### src/rtl/adaptive_randomwalk_filter_pkg.sv
// Shared types, direction codes and helpers for the random-walk loop filter.
// Optional lock detection is enabled by defining RWF_LOCK_DETECT_EN.
package rwf_pkg;

   typedef enum logic {
      RWF_TRACK   = 1'b0,
      RWF_ACQUIRE = 1'b1
   } rwf_mode_e;

   typedef enum logic [1:0] {
      THR_HOLD = 2'd0,
      THR_ACQ  = 2'd1,
      THR_PROG = 2'd2
   } rwf_thr_sel_e;

   localparam logic [1:0] DIR_NONE = 2'd0;
   localparam logic [1:0] DIR_POS  = 2'd1;
   localparam logic [1:0] DIR_NEG  = 2'd2;

   function automatic int rwf_cnt_w(input int max_val);
      if (max_val < 1) begin
         return 1;
      end else begin
         return $clog2(max_val + 1);
      end
   endfunction

   // Zero becomes 1, anything above the largest positive count saturates.
   function automatic logic [31:0] clip_thresh(input logic [31:0] value, input int cnt_w);
      logic [31:0] max_v;
      max_v = (32'd1 << (cnt_w - 1)) - 32'd1;
      if (value == 32'd0) begin
         return 32'd1;
      end else if (value > max_v) begin
         return max_v;
      end else begin
         return value;
      end
   endfunction

endpackage

### src/rtl/adaptive_randomwalk_filter_if.sv
// Phase-comparator / DCO-side signal bundle of the random-walk loop filter.
interface adaptive_randomwalk_filter_if #(
   parameter int CNT_W = 8
);
   logic             Enable;
   logic             Lead;
   logic             Lag;
   logic [CNT_W-1:0] ThresholdIn;
   logic             ThresholdLoad;
   logic             Positive;
   logic             Negative;
   logic             Acquire;
   logic             Locked;

   modport master (
      output Enable, Lead, Lag, ThresholdIn, ThresholdLoad,
      input  Positive, Negative, Acquire, Locked
   );

   modport slave (
      input  Enable, Lead, Lag, ThresholdIn, ThresholdLoad,
      output Positive, Negative, Acquire, Locked
   );
endinterface

### src/rtl/adaptive_randomwalk_filter_mode_ctrl.sv
// TRACK/ACQUIRE mode controller: run length, last pulse direction and lock detection
// (lock counter only built with RWF_LOCK_DETECT_EN).
module rwf_mode_ctrl
   import rwf_pkg::*;
#(
   parameter int RUN_LEN  = 4,
   parameter int LOCK_LEN = 8
) (
   input  logic         clk,
   input  logic         rst,
   input  logic         pulse_v,
   input  logic         pulse_pos,
   output rwf_mode_e    mode,
   output rwf_thr_sel_e thr_sel,
   output logic         counter_clr,
   output logic         locked
);

   localparam int RUN_W = rwf_cnt_w(RUN_LEN);

   rwf_mode_e        mode_q, mode_d;
   logic [RUN_W-1:0] run_cnt_q, run_cnt_d, run_next_s;
   logic [1:0]       last_dir_q, last_dir_d, dir_s;
   logic             same_s;

   // Direction of the current pulse and the saturating run length it would produce.
   always_comb begin
      dir_s  = pulse_pos ? DIR_POS : DIR_NEG;
      same_s = (last_dir_q == dir_s);
      if (!same_s) begin
         run_next_s = RUN_W'(1'b1);
      end else if (run_cnt_q == RUN_W'(RUN_LEN)) begin
         run_next_s = run_cnt_q;
      end else begin
         run_next_s = run_cnt_q + RUN_W'(1'b1);
      end
   end

   // Mode next-state: a run of same-sign pulses enters ACQUIRE, a reversal returns to TRACK.
   always_comb begin
      mode_d      = mode_q;
      run_cnt_d   = run_cnt_q;
      last_dir_d  = last_dir_q;
      thr_sel     = THR_HOLD;
      counter_clr = 1'b0;
      if (pulse_v) begin
         last_dir_d = dir_s;
         case (mode_q)
            RWF_TRACK: begin
               if (run_next_s == RUN_W'(RUN_LEN)) begin
                  mode_d      = RWF_ACQUIRE;
                  run_cnt_d   = {RUN_W{1'b0}};
                  thr_sel     = THR_ACQ;
                  counter_clr = 1'b1;
               end else begin
                  run_cnt_d = run_next_s;
               end
            end
            RWF_ACQUIRE: begin
               if (!same_s) begin
                  mode_d      = RWF_TRACK;
                  thr_sel     = THR_PROG;
                  counter_clr = 1'b1;
               end else begin
                  mode_d = RWF_ACQUIRE;
               end
            end
            default: begin
               mode_d = RWF_TRACK;
            end
         endcase
      end else begin
         mode_d = mode_q;
      end
   end

   // Mode, run-length and last-direction registers.
   always_ff @(posedge clk or posedge rst) begin
      if (rst) begin
         mode_q     <= RWF_TRACK;
         run_cnt_q  <= {RUN_W{1'b0}};
         last_dir_q <= DIR_NONE;
      end else begin
         mode_q     <= mode_d;
         run_cnt_q  <= run_cnt_d;
         last_dir_q <= last_dir_d;
      end
   end

   assign mode = mode_q;

`ifdef RWF_LOCK_DETECT_EN
   localparam int LOCK_W = rwf_cnt_w(LOCK_LEN);

   logic [LOCK_W-1:0] lock_cnt_q, lock_cnt_d;
   logic              locked_q, locked_d;

   // The first pulse after reset has no predecessor and starts an alternating run.
   always_comb begin
      lock_cnt_d = lock_cnt_q;
      locked_d   = locked_q;
      if (pulse_v && (mode_q == RWF_TRACK)) begin
         if (same_s || (mode_d == RWF_ACQUIRE)) begin
            lock_cnt_d = {LOCK_W{1'b0}};
            locked_d   = 1'b0;
         end else begin
            if (lock_cnt_q == LOCK_W'(LOCK_LEN)) begin
               lock_cnt_d = lock_cnt_q;
            end else begin
               lock_cnt_d = lock_cnt_q + LOCK_W'(1'b1);
            end
            locked_d = (lock_cnt_d == LOCK_W'(LOCK_LEN));
         end
      end else begin
         lock_cnt_d = lock_cnt_q;
      end
   end

   // Lock counter and indicator registers.
   always_ff @(posedge clk or posedge rst) begin
      if (rst) begin
         lock_cnt_q <= {LOCK_W{1'b0}};
         locked_q   <= 1'b0;
      end else begin
         lock_cnt_q <= lock_cnt_d;
         locked_q   <= locked_d;
      end
   end

   assign locked = locked_q;
`else
   localparam int lock_len_unused = LOCK_LEN;

   assign locked = 1'b0;
`endif

endmodule

### src/rtl/adaptive_randomwalk_filter.sv
// Random-walk ADPLL loop filter: signed integrator with programmable threshold and TRACK/ACQUIRE modes.
// Optional lock indicator is built when RWF_LOCK_DETECT_EN is defined.
module adaptive_randomwalk_filter
   import rwf_pkg::*;
#(
   parameter int CNT_W      = 8,
   parameter int DEF_THRESH = 4,
   parameter int ACQ_THRESH = 2,
   parameter int RUN_LEN    = 4,
   parameter int LOCK_LEN   = 8
) (
   input logic MainClock,
   input logic Reset,
   adaptive_randomwalk_filter_if.slave bus
);

   logic signed [CNT_W-1:0] counter_q, counter_d;
   logic signed [CNT_W:0]   step_s, sum_s, act_ext_s;
   logic [CNT_W-1:0]        act_thresh_q, act_thresh_d;
   logic [CNT_W-1:0]        prog_thresh_q, prog_thresh_d;
   logic                    pending_q, pending_d;
   logic                    positive_q, positive_d;
   logic                    negative_q, negative_d;
   logic                    pos_hit_s, neg_hit_s, apply_s;
   rwf_mode_e               mode_s;
   rwf_thr_sel_e            thr_sel_s;
   logic                    counter_clr_s, locked_s;

   rwf_mode_ctrl #(
      .RUN_LEN  (RUN_LEN),
      .LOCK_LEN (LOCK_LEN)
   ) u_mode_ctrl (
      .clk         (MainClock),
      .rst         (Reset),
      .pulse_v     (pos_hit_s | neg_hit_s),
      .pulse_pos   (pos_hit_s),
      .mode        (mode_s),
      .thr_sel     (thr_sel_s),
      .counter_clr (counter_clr_s),
      .locked      (locked_s)
   );

   // Integrate one step; the sum is one bit wider so the threshold compare cannot wrap.
   always_comb begin
      case ({bus.Lead, bus.Lag})
         2'b10:   step_s = {{CNT_W{1'b0}}, 1'b1};
         2'b01:   step_s = {(CNT_W + 1){1'b1}};
         default: step_s = {(CNT_W + 1){1'b0}};
      endcase
      sum_s      = {counter_q[CNT_W-1], counter_q} + step_s;
      act_ext_s  = {1'b0, act_thresh_q};
      pos_hit_s  = bus.Enable && (sum_s == act_ext_s);
      neg_hit_s  = bus.Enable && (sum_s == -act_ext_s);
      positive_d = pos_hit_s;
      negative_d = neg_hit_s;
      if (!bus.Enable) begin
         counter_d = counter_q;
      end else if (pos_hit_s || neg_hit_s || counter_clr_s) begin
         counter_d = {CNT_W{1'b0}};
      end else begin
         counter_d = sum_s[CNT_W-1:0];
      end
   end

   // A pending threshold only takes effect in TRACK on an edge that leaves the counter at zero.
   always_comb begin
      apply_s = pending_q && (mode_s == RWF_TRACK) && (thr_sel_s == THR_HOLD)
                && (counter_d == {CNT_W{1'b0}});
      case (thr_sel_s)
         THR_ACQ:  act_thresh_d = CNT_W'(ACQ_THRESH);
         THR_PROG: act_thresh_d = prog_thresh_q;
         THR_HOLD: act_thresh_d = apply_s ? prog_thresh_q : act_thresh_q;
         default:  act_thresh_d = act_thresh_q;
      endcase
      if (bus.ThresholdLoad) begin
         prog_thresh_d = CNT_W'(clip_thresh(32'(bus.ThresholdIn), CNT_W));
         pending_d     = 1'b1;
      end else if (apply_s || (thr_sel_s == THR_PROG)) begin
         prog_thresh_d = prog_thresh_q;
         pending_d     = 1'b0;
      end else begin
         prog_thresh_d = prog_thresh_q;
         pending_d     = pending_q;
      end
   end

   // Counter, threshold and output pulse registers.
   always_ff @(posedge MainClock or posedge Reset) begin
      if (Reset) begin
         counter_q     <= {CNT_W{1'b0}};
         act_thresh_q  <= CNT_W'(DEF_THRESH);
         prog_thresh_q <= CNT_W'(DEF_THRESH);
         pending_q     <= 1'b0;
         positive_q    <= 1'b0;
         negative_q    <= 1'b0;
      end else begin
         counter_q     <= counter_d;
         act_thresh_q  <= act_thresh_d;
         prog_thresh_q <= prog_thresh_d;
         pending_q     <= pending_d;
         positive_q    <= positive_d;
         negative_q    <= negative_d;
      end
   end

   assign bus.Positive = positive_q;
   assign bus.Negative = negative_q;
   assign bus.Acquire  = (mode_s == RWF_ACQUIRE);
   assign bus.Locked   = locked_s;

endmodule

### src/flat_wrapper.sv
// flat-port wrapper written by rule: the top's interface ports become plain ports
module adaptive_randomwalk_filter_flat import rwf_pkg::*;
#(
   parameter int CNT_W      = 8,
   parameter int DEF_THRESH = 4,
   parameter int ACQ_THRESH = 2,
   parameter int RUN_LEN    = 4,
   parameter int LOCK_LEN   = 8
)
  (MainClock, Reset, bus_Enable, bus_Lead, bus_Lag, bus_ThresholdIn, bus_ThresholdLoad, bus_Positive, bus_Negative, bus_Acquire, bus_Locked);
  adaptive_randomwalk_filter_if #(.CNT_W(CNT_W)) bus_i ();
  input logic MainClock;
  input logic Reset;
  input wire logic [$bits(bus_i.Enable)-1:0] bus_Enable;
  input wire logic [$bits(bus_i.Lead)-1:0] bus_Lead;
  input wire logic [$bits(bus_i.Lag)-1:0] bus_Lag;
  input wire logic [$bits(bus_i.ThresholdIn)-1:0] bus_ThresholdIn;
  input wire logic [$bits(bus_i.ThresholdLoad)-1:0] bus_ThresholdLoad;
  output wire logic [$bits(bus_i.Positive)-1:0] bus_Positive;
  output wire logic [$bits(bus_i.Negative)-1:0] bus_Negative;
  output wire logic [$bits(bus_i.Acquire)-1:0] bus_Acquire;
  output wire logic [$bits(bus_i.Locked)-1:0] bus_Locked;
  assign bus_i.Enable = bus_Enable;
  assign bus_i.Lead = bus_Lead;
  assign bus_i.Lag = bus_Lag;
  assign bus_i.ThresholdIn = bus_ThresholdIn;
  assign bus_i.ThresholdLoad = bus_ThresholdLoad;
  assign bus_Positive = bus_i.Positive;
  assign bus_Negative = bus_i.Negative;
  assign bus_Acquire = bus_i.Acquire;
  assign bus_Locked = bus_i.Locked;
  adaptive_randomwalk_filter #(.CNT_W(CNT_W), .DEF_THRESH(DEF_THRESH), .ACQ_THRESH(ACQ_THRESH), .RUN_LEN(RUN_LEN), .LOCK_LEN(LOCK_LEN)) u_core (.MainClock(MainClock), .Reset(Reset), .bus(bus_i));
endmodule
### config.mk
export PLATFORM = sky130hd
export DESIGN_NAME = adaptive_randomwalk_filter_flat
export DESIGN_NICKNAME = d
export VERILOG_FILES = /design/src/rtl/adaptive_randomwalk_filter_pkg.sv /design/src/rtl/adaptive_randomwalk_filter_if.sv /design/src/rtl/adaptive_randomwalk_filter_mode_ctrl.sv /design/src/rtl/adaptive_randomwalk_filter.sv /design/src/flat_wrapper.sv
export SDC_FILE = /design/constraint.sdc
export NUM_CORES = 1
export LEC_CHECK = 0
export ABC_AREA = 1
export CAP_MARGIN = 20
export CELL_PAD_IN_SITES_DETAIL_PLACEMENT = 1
export CELL_PAD_IN_SITES_GLOBAL_PLACEMENT = 2
export CORE_MARGIN = 2
export CORE_UTILIZATION = 35
export CTS_CLUSTER_SIZE = 40
export DETAILED_ROUTE_END_ITERATION = 10
export PLACE_DENSITY_LB_ADDON = 0.1
export SLEW_MARGIN = 5
export SYNTH_ARGS = -nofsm -noshare
export SYNTH_HDL_FRONTEND = slang
export SYNTH_SLANG_ARGS = --single-unit
### constraint.sdc
create_clock -name MainClock -period 4 [get_ports MainClock]
set_input_delay 1 -clock MainClock [delete_from_list [all_inputs] [get_ports MainClock]]
set_output_delay 1 -clock MainClock [all_outputs]
set_load 0.05 [all_outputs]
==> results.json, run 1 <==
{
  "n_antenna_cell": 0,
  "status": "complete, no violations",
  "synthesis.area_um2": 2700,
  "antenna_found_initial": 0,
  "area_delta_synth_final_pct": 31.8,
  "core_um2": 7610,
  "synth_commonest_cells": "107 x nand2_1, 62 x inv_1, 49 x nand3_1, 33 x nor2_1, 31 x dfrtp_1",
  "place.gp.congestion": 0.843,
  "worst-path-stages": 25,
  "clock_latency_ps": 280,
  "ctsHoldBuffers": 0,
  "dr.pass1.iters": 4,
  "required_ps": 4170,
  "drive_gt1_share_pct": 28.7,
  "num_vias": 2687,
  "clock-sinks": 33,
  "path_clk_slew_ps": 70,
  "chipHeight_um": 91.9,
  "critical_path_class": "in -> reg",
  "routedWlPerCell_um": 13.7,
  "synthesis.nets": 420,
  "track_usage_pct": 20.1,
  "dpl.hpwl_um": 6330,
  "cts-root-buf": "clkbuf_8",
  "synth.top_cell.area_share_pct": 28.7,
  "cpMostUsedCell": "nand2_1",
  "synth-edff-count": 0,
  "grt_pass1_vias": 2885,
  "dp_slack_ps": -406,
  "numCtsBuffers": 5,
  "h-tree-depth": 2,
  "p_per_area_nw_per_um2": 637,
  "grt_overflow": 0,
  "initial_core_util_pct": 35.5,
  "final_util_pct": 46.9,
  "p_leak_nw": 1.87,
  "ios": 18,
  "cp-startpoint": "bus_Lead",
  "crit_path_start_kind": "primary input",
  "setup_violations": 0,
  "post-route-drc-count": 0,
  "cp-end-kind": "flip-flop",
  "place_inst": 553,
  "clock-skew-final_ps": 9.66,
  "syn_avg_cell_area_um2": 6.81,
  "drt_wl_total_um": 7800,
  "netlist_top_cells_area": "dfrtp_1 29%, nand2_1 15%, nand3_1 9.1%",
  "cp_slowest_cell": "ha_1",
  "crit_fanout": 7,
  "grt_max_degree": 21,
  "floorplan.die_area_um2": 8440,
  "report.final.slew_viol_count": 0,
  "antenna_left": 0,
  "ys_ff_latch": 33,
  "io_buffers": 16,
  "finalCriticalPeriod_ps": 3750,
  "synth.most_common_cell": "nand2_1",
  "slew-limit-headroom_pct": 46.0,
  "tns_ps": 0,
  "period_share_pct": 93.7,
  "arrival_ps": 3920,
  "cp_top_family": "simple AND/OR/NAND/NOR gates",
  "timing.max_cap.violations": 0,
  "tritoncts": "yes",
  "synthArstFlopShare_pct": 100,
  "yosysWarningCount": 0,
  "synth.distinct_cells": 37,
  "layout.cells.non_filler": 569,
  "die_x_um": 91.9,
  "timing.rr.start": "u_core.counter_q[1]",
  "synthFlopType": "dfrtp_1",
  "yosysSeqAreaShare_pct": 30.6,
  "worst_pin_slew_ps": 810,
  "max_freq_ghz": 0.267,
  "path_buf_inv": 5,
  "routed_via_density": 4.72,
  "timing.rr.end": "u_core.pending_q",
  "vdd.ir_drop.worst_mv": 0.235,
  "grt_pass1_wl_um": 13400,
  "drt_iter0_drc": 70,
  "clk_path_buf_depth": 2,
  "yosys.area.top_type": "dfrtp_1",
  "synthCells": 397,
  "power.total_w": 0.00227,
  "nets": 489,
  "r2r_setup_slack_ps": 1010,
  "min_path_type": "reg -> reg",
  "reg2reg_depth": 23,
  "fin_ws_ps": 253,
  "hold_violations": 0,
  "fp-row-count": 32,
  "slowest_delay_ps": 280,
  "endpoint": "u_core.pending_q"
}
## through the flow
stage / cell area [um^2] / hold WS [ps]
after floorplan: 2700 / 446
after global placement: 3290 / 465
after detailed placement: 3290 / 483
after CTS: 3520 / 495
after global routing: 3560 / 526
final: 3560 / 487
## layer usage
layer	share of wire [%]	vias to the layer above	global-route usage, %
met2	54	32	38.4
met4	1.7	0	5.72
li1	-	1377	-
met3	1.7	10	2.47
met1	43	1268	23.3
met5	0	-	0
## worst register-to-register path: cells and delay by family (launching register included)
family	cells	cell delay (ps)
simple gates	20	2130
flops	1	450
fa+ha+maj	1	160
compound gates	1	110
buf+inv	1	60
## how the worst min path moves through the flow
stage                                 start                      end  depth (start not counted)
global placement    u_core.prog_thresh_q[7]  u_core.prog_thresh_q[7]                          2
detailed placement  u_core.prog_thresh_q[2]  u_core.prog_thresh_q[2]                          2
global route        u_core.prog_thresh_q[2]  u_core.prog_thresh_q[2]                          2
CTS                 u_core.prog_thresh_q[2]  u_core.prog_thresh_q[2]                          2
floorplan           u_core.prog_thresh_q[7]  u_core.prog_thresh_q[7]                          2
finish              u_core.prog_thresh_q[2]  u_core.prog_thresh_q[2]                          2
## power breakdown
group	internal (W)	switching (W)
logic	0.000598	0.000902
registers	0.000417	0.0000912
clock network	0.000140	0.000122
total	0.00115	0.00112
## cell type report
class / count / area (um^2)
clock buffers: 7 / 86.3
clock inverters: 1 / 7.51
fillers: 985 / 4040
inverters: 66 / 253
multi-input cells: 296 / 1730
flip-flops and latches: 33 / 828
well taps: 102 / 128
repair buffers: 63 / 531
repair inverters: 1 / 3.75
## layout by cell type, fill, tap and decap left out, types with 3 or more instances in the layout
cell             count
nand2_1            102
inv_1               57
nand3_1             45
buf_4               45
nor2_1              31
dfrtp_1             31
nand2_2             23
clkdlybuf4s50_1     14
a21oi_1             13
nand3_2             12
nor2_2              12
inv_2                9
xor2_1               8
o21ai_0              7
nand2_4              6
clkbuf_8             6
ha_1                 5
nor2_4               4
ha_4                 4
nor3_1               3
## timing repair
action	4_1_cts	5_1_grt
setup endpoints to repair	9	13
buffers inserted	6	0
gates resized for setup	26	8
gates cloned	2	0
pin swaps	24	7
## flip-flops by register name, indices dropped and copies added, names as in the netlist
signal	cells
u_core.u_mode_ctrl.mode	1
u_core.u_mode_ctrl.run_cnt_q	3
u_core.prog_thresh_q	8
u_core.act_thresh_q	8
u_core.u_mode_ctrl.last_dir_q	2
u_core.bus.Negative	1
u_core.pending_q	1
u_core.counter_q	8
u_core.bus.Positive	1
## logic make-up after synthesis
kind of cell	share of synthesized area, %
buf+inv	10.0
xor+xnor	3.84
simple gates	44.6
other cells	0.139
flops	30.6
compound gates	6.66
fa+ha+maj	4.16
(Power assumes the default switching activity.)
==> run 2: changes to the inputs <==
- DONT_BUFFER_PORTS: default -> 1
- PLACE_DENSITY: default -> 0.88
- PLACE_DENSITY_LB_ADDON: 0.1 -> default
- SKIP_LAST_GASP: default -> 1
==> results.json, run 2 (synthesized netlist as in run 1, its figures left out) <==
{
  "finalCriticalPeriod_ps": 3620,
  "n_antenna_cell": 0,
  "antenna_left": 0,
  "antenna_found_initial": 0,
  "min_path_type": "reg -> reg",
  "grt_max_degree": 24,
  "num_vias": 2436,
  "drive_gt1_share_pct": 17.3,
  "path_clk_slew_ps": 70,
  "drt_iter0_drc": 54,
  "routedWlPerCell_um": 13.6,
  "area_delta_synth_final_pct": 8.47,
  "chipHeight_um": 91.9,
  "p_per_area_nw_per_um2": 668,
  "crit_fanout": 9,
  "clock-sinks": 33,
  "grt_pass1_wl_um": 11800,
  "report.final.slew_viol_count": 0,
  "cts_setup_buffers": 0,
  "final_cell_mix": "107 x nand2_1, 62 x inv_1, 49 x nand3_1, 32 x nor2_1, 31 x dfrtp_1",
  "hold_violations": 0,
  "dp_slack_ps": -84.1,
  "floorplan.die_area_um2": 8440,
  "grt_overflow": 0,
  "h-tree-depth": 2,
  "track_usage_pct": 17.4,
  "dr.pass1.iters": 4,
  "timing.max_cap.violations": 0,
  "rsz0062_at_grt": "no",
  "cp-end-kind": "flip-flop",
  "nets": 427,
  "grt_pass1_vias": 2568,
  "tns_ps": 0,
  "status": "complete, no violations",
  "vdd.ir_drop.worst_mv": 0.222,
  "period_share_pct": 90.5,
  "die_x_um": 91.9,
  "clk_path_buf_depth": 2,
  "layout.cells.non_filler": 507,
  "worst_pin_slew_ps": 882,
  "io_buffers": 0,
  "setup_violations": 0,
  "critical_path_class": "in -> reg",
  "crit_path_start_kind": "primary input",
  "dpl.hpwl_um": 5730,
  "fin_ws_ps": 379,
  "initial_core_util_pct": 35.5,
  "max_freq_ghz": 0.276,
  "arrival_ps": 3790,
  "final_util_pct": 38.6,
  "drt_wl_total_um": 6880,
  "cts-root-buf": "clkbuf_8",
  "required_ps": 4170,
  "ios": 18,
  "whs_ps": 486,
  "p_leak_nw": 1.58,
  "place_inst": 499,
  "place.gp.congestion": 0.788,
  "fp-row-count": 32,
  "post-route-drc-count": 0,
  "routed_via_density": 4.80,
  "final_common_cell": "nand2_1",
  "largestRegisters": "u_core.act_thresh_q x8, u_core.counter_q x8, u_core.prog_thresh_q x8",
  "clock-skew-final_ps": 5.35,
  "numCtsBuffers": 5,
  "clock_latency_ps": 290,
  "tritoncts": "yes",
  "core_um2": 7610,
  "slew-limit-headroom_pct": 41.1
}
-- run 2: repair_timing --
| action | in CTS | in global routing |
|---|---|---|
| setup endpoints to repair | 0 | 9 |
| gates resized for setup | 0 | 2 |
| hold endpoints to repair | 0 | 0 |
| hold buffers | 0 | 0 |
-- run 2: per-layer routing --
layer,GRT usage [%],wire (um),part of all wire [%]
met2,32.8,3520,51
met3,2.38,167,2.4
met4,5.47,94,1.4
met5,0,0,0
met1,20.3,3090,45
-- run 2: per-stage QoR --
step	cell area, um^2	power (W)
3_3_place_gp	2830	0.00168
2_1_floorplan	2700	0.00146
5_1_grt	2930	0.00217
4_1_cts	2920	0.00198
6_report	2930	0.00196
3_5_place_dp	2830	0.00172
-- run 2: final timing paths --
path | from | end | slack [ps] | cells after the start
max | bus_Lead | u_core.pending_q | 380 | 23
min | u_core.prog_thresh_q[2] | u_core.prog_thresh_q[2] | 490 | 2
max reg2reg | u_core.counter_q[1] | u_core.pending_q | 930 | 22
min reg2reg | u_core.prog_thresh_q[2] | u_core.prog_thresh_q[2] | 490 | 2
max in group asynchronous | Reset | u_core.act_thresh_q[2] | 2450 | 2
min in group asynchronous | Reset | u_core.prog_thresh_q[5] | 780 | 1
-- run 2: cell type report --
class                           instances  area, um^2
Multi-Input combinational cell        295        1620
Inverter                               66         248
Tap cell                              102         128
Sequential cell                        33         828
Fill cell                            1012        4670
Timing Repair Buffer                    3        22.5
Clock inverter                          3        17.5
Clock buffer                            5        68.8
-- run 2: where the power goes --
group	switching, W	internal, W	total (W)
combinational	0.000769	0.000416	0.00118
sequential	0.000114	0.000417	0.000531
clock	0.000125	0.000120	0.000244
-- run 2: worst max-delay path, stage by stage --
cell	delay [ps]
inv_1	40
ha_1	270
inv_1	50
ha_1	220
ha_1	340
inv_1	100
o21ai_0	70
a21oi_1	120
nand2_1	70
nor2_2	150
inv_1	50
nor2_1	90
nand2_1	80
nor2_2	150
nand3_4	150
nand3_1	150
nand2_2	80
nor2_2	120
nand3_2	110
inv_1	120
nand2_4	90
nand3_1	90
nand2_1	50
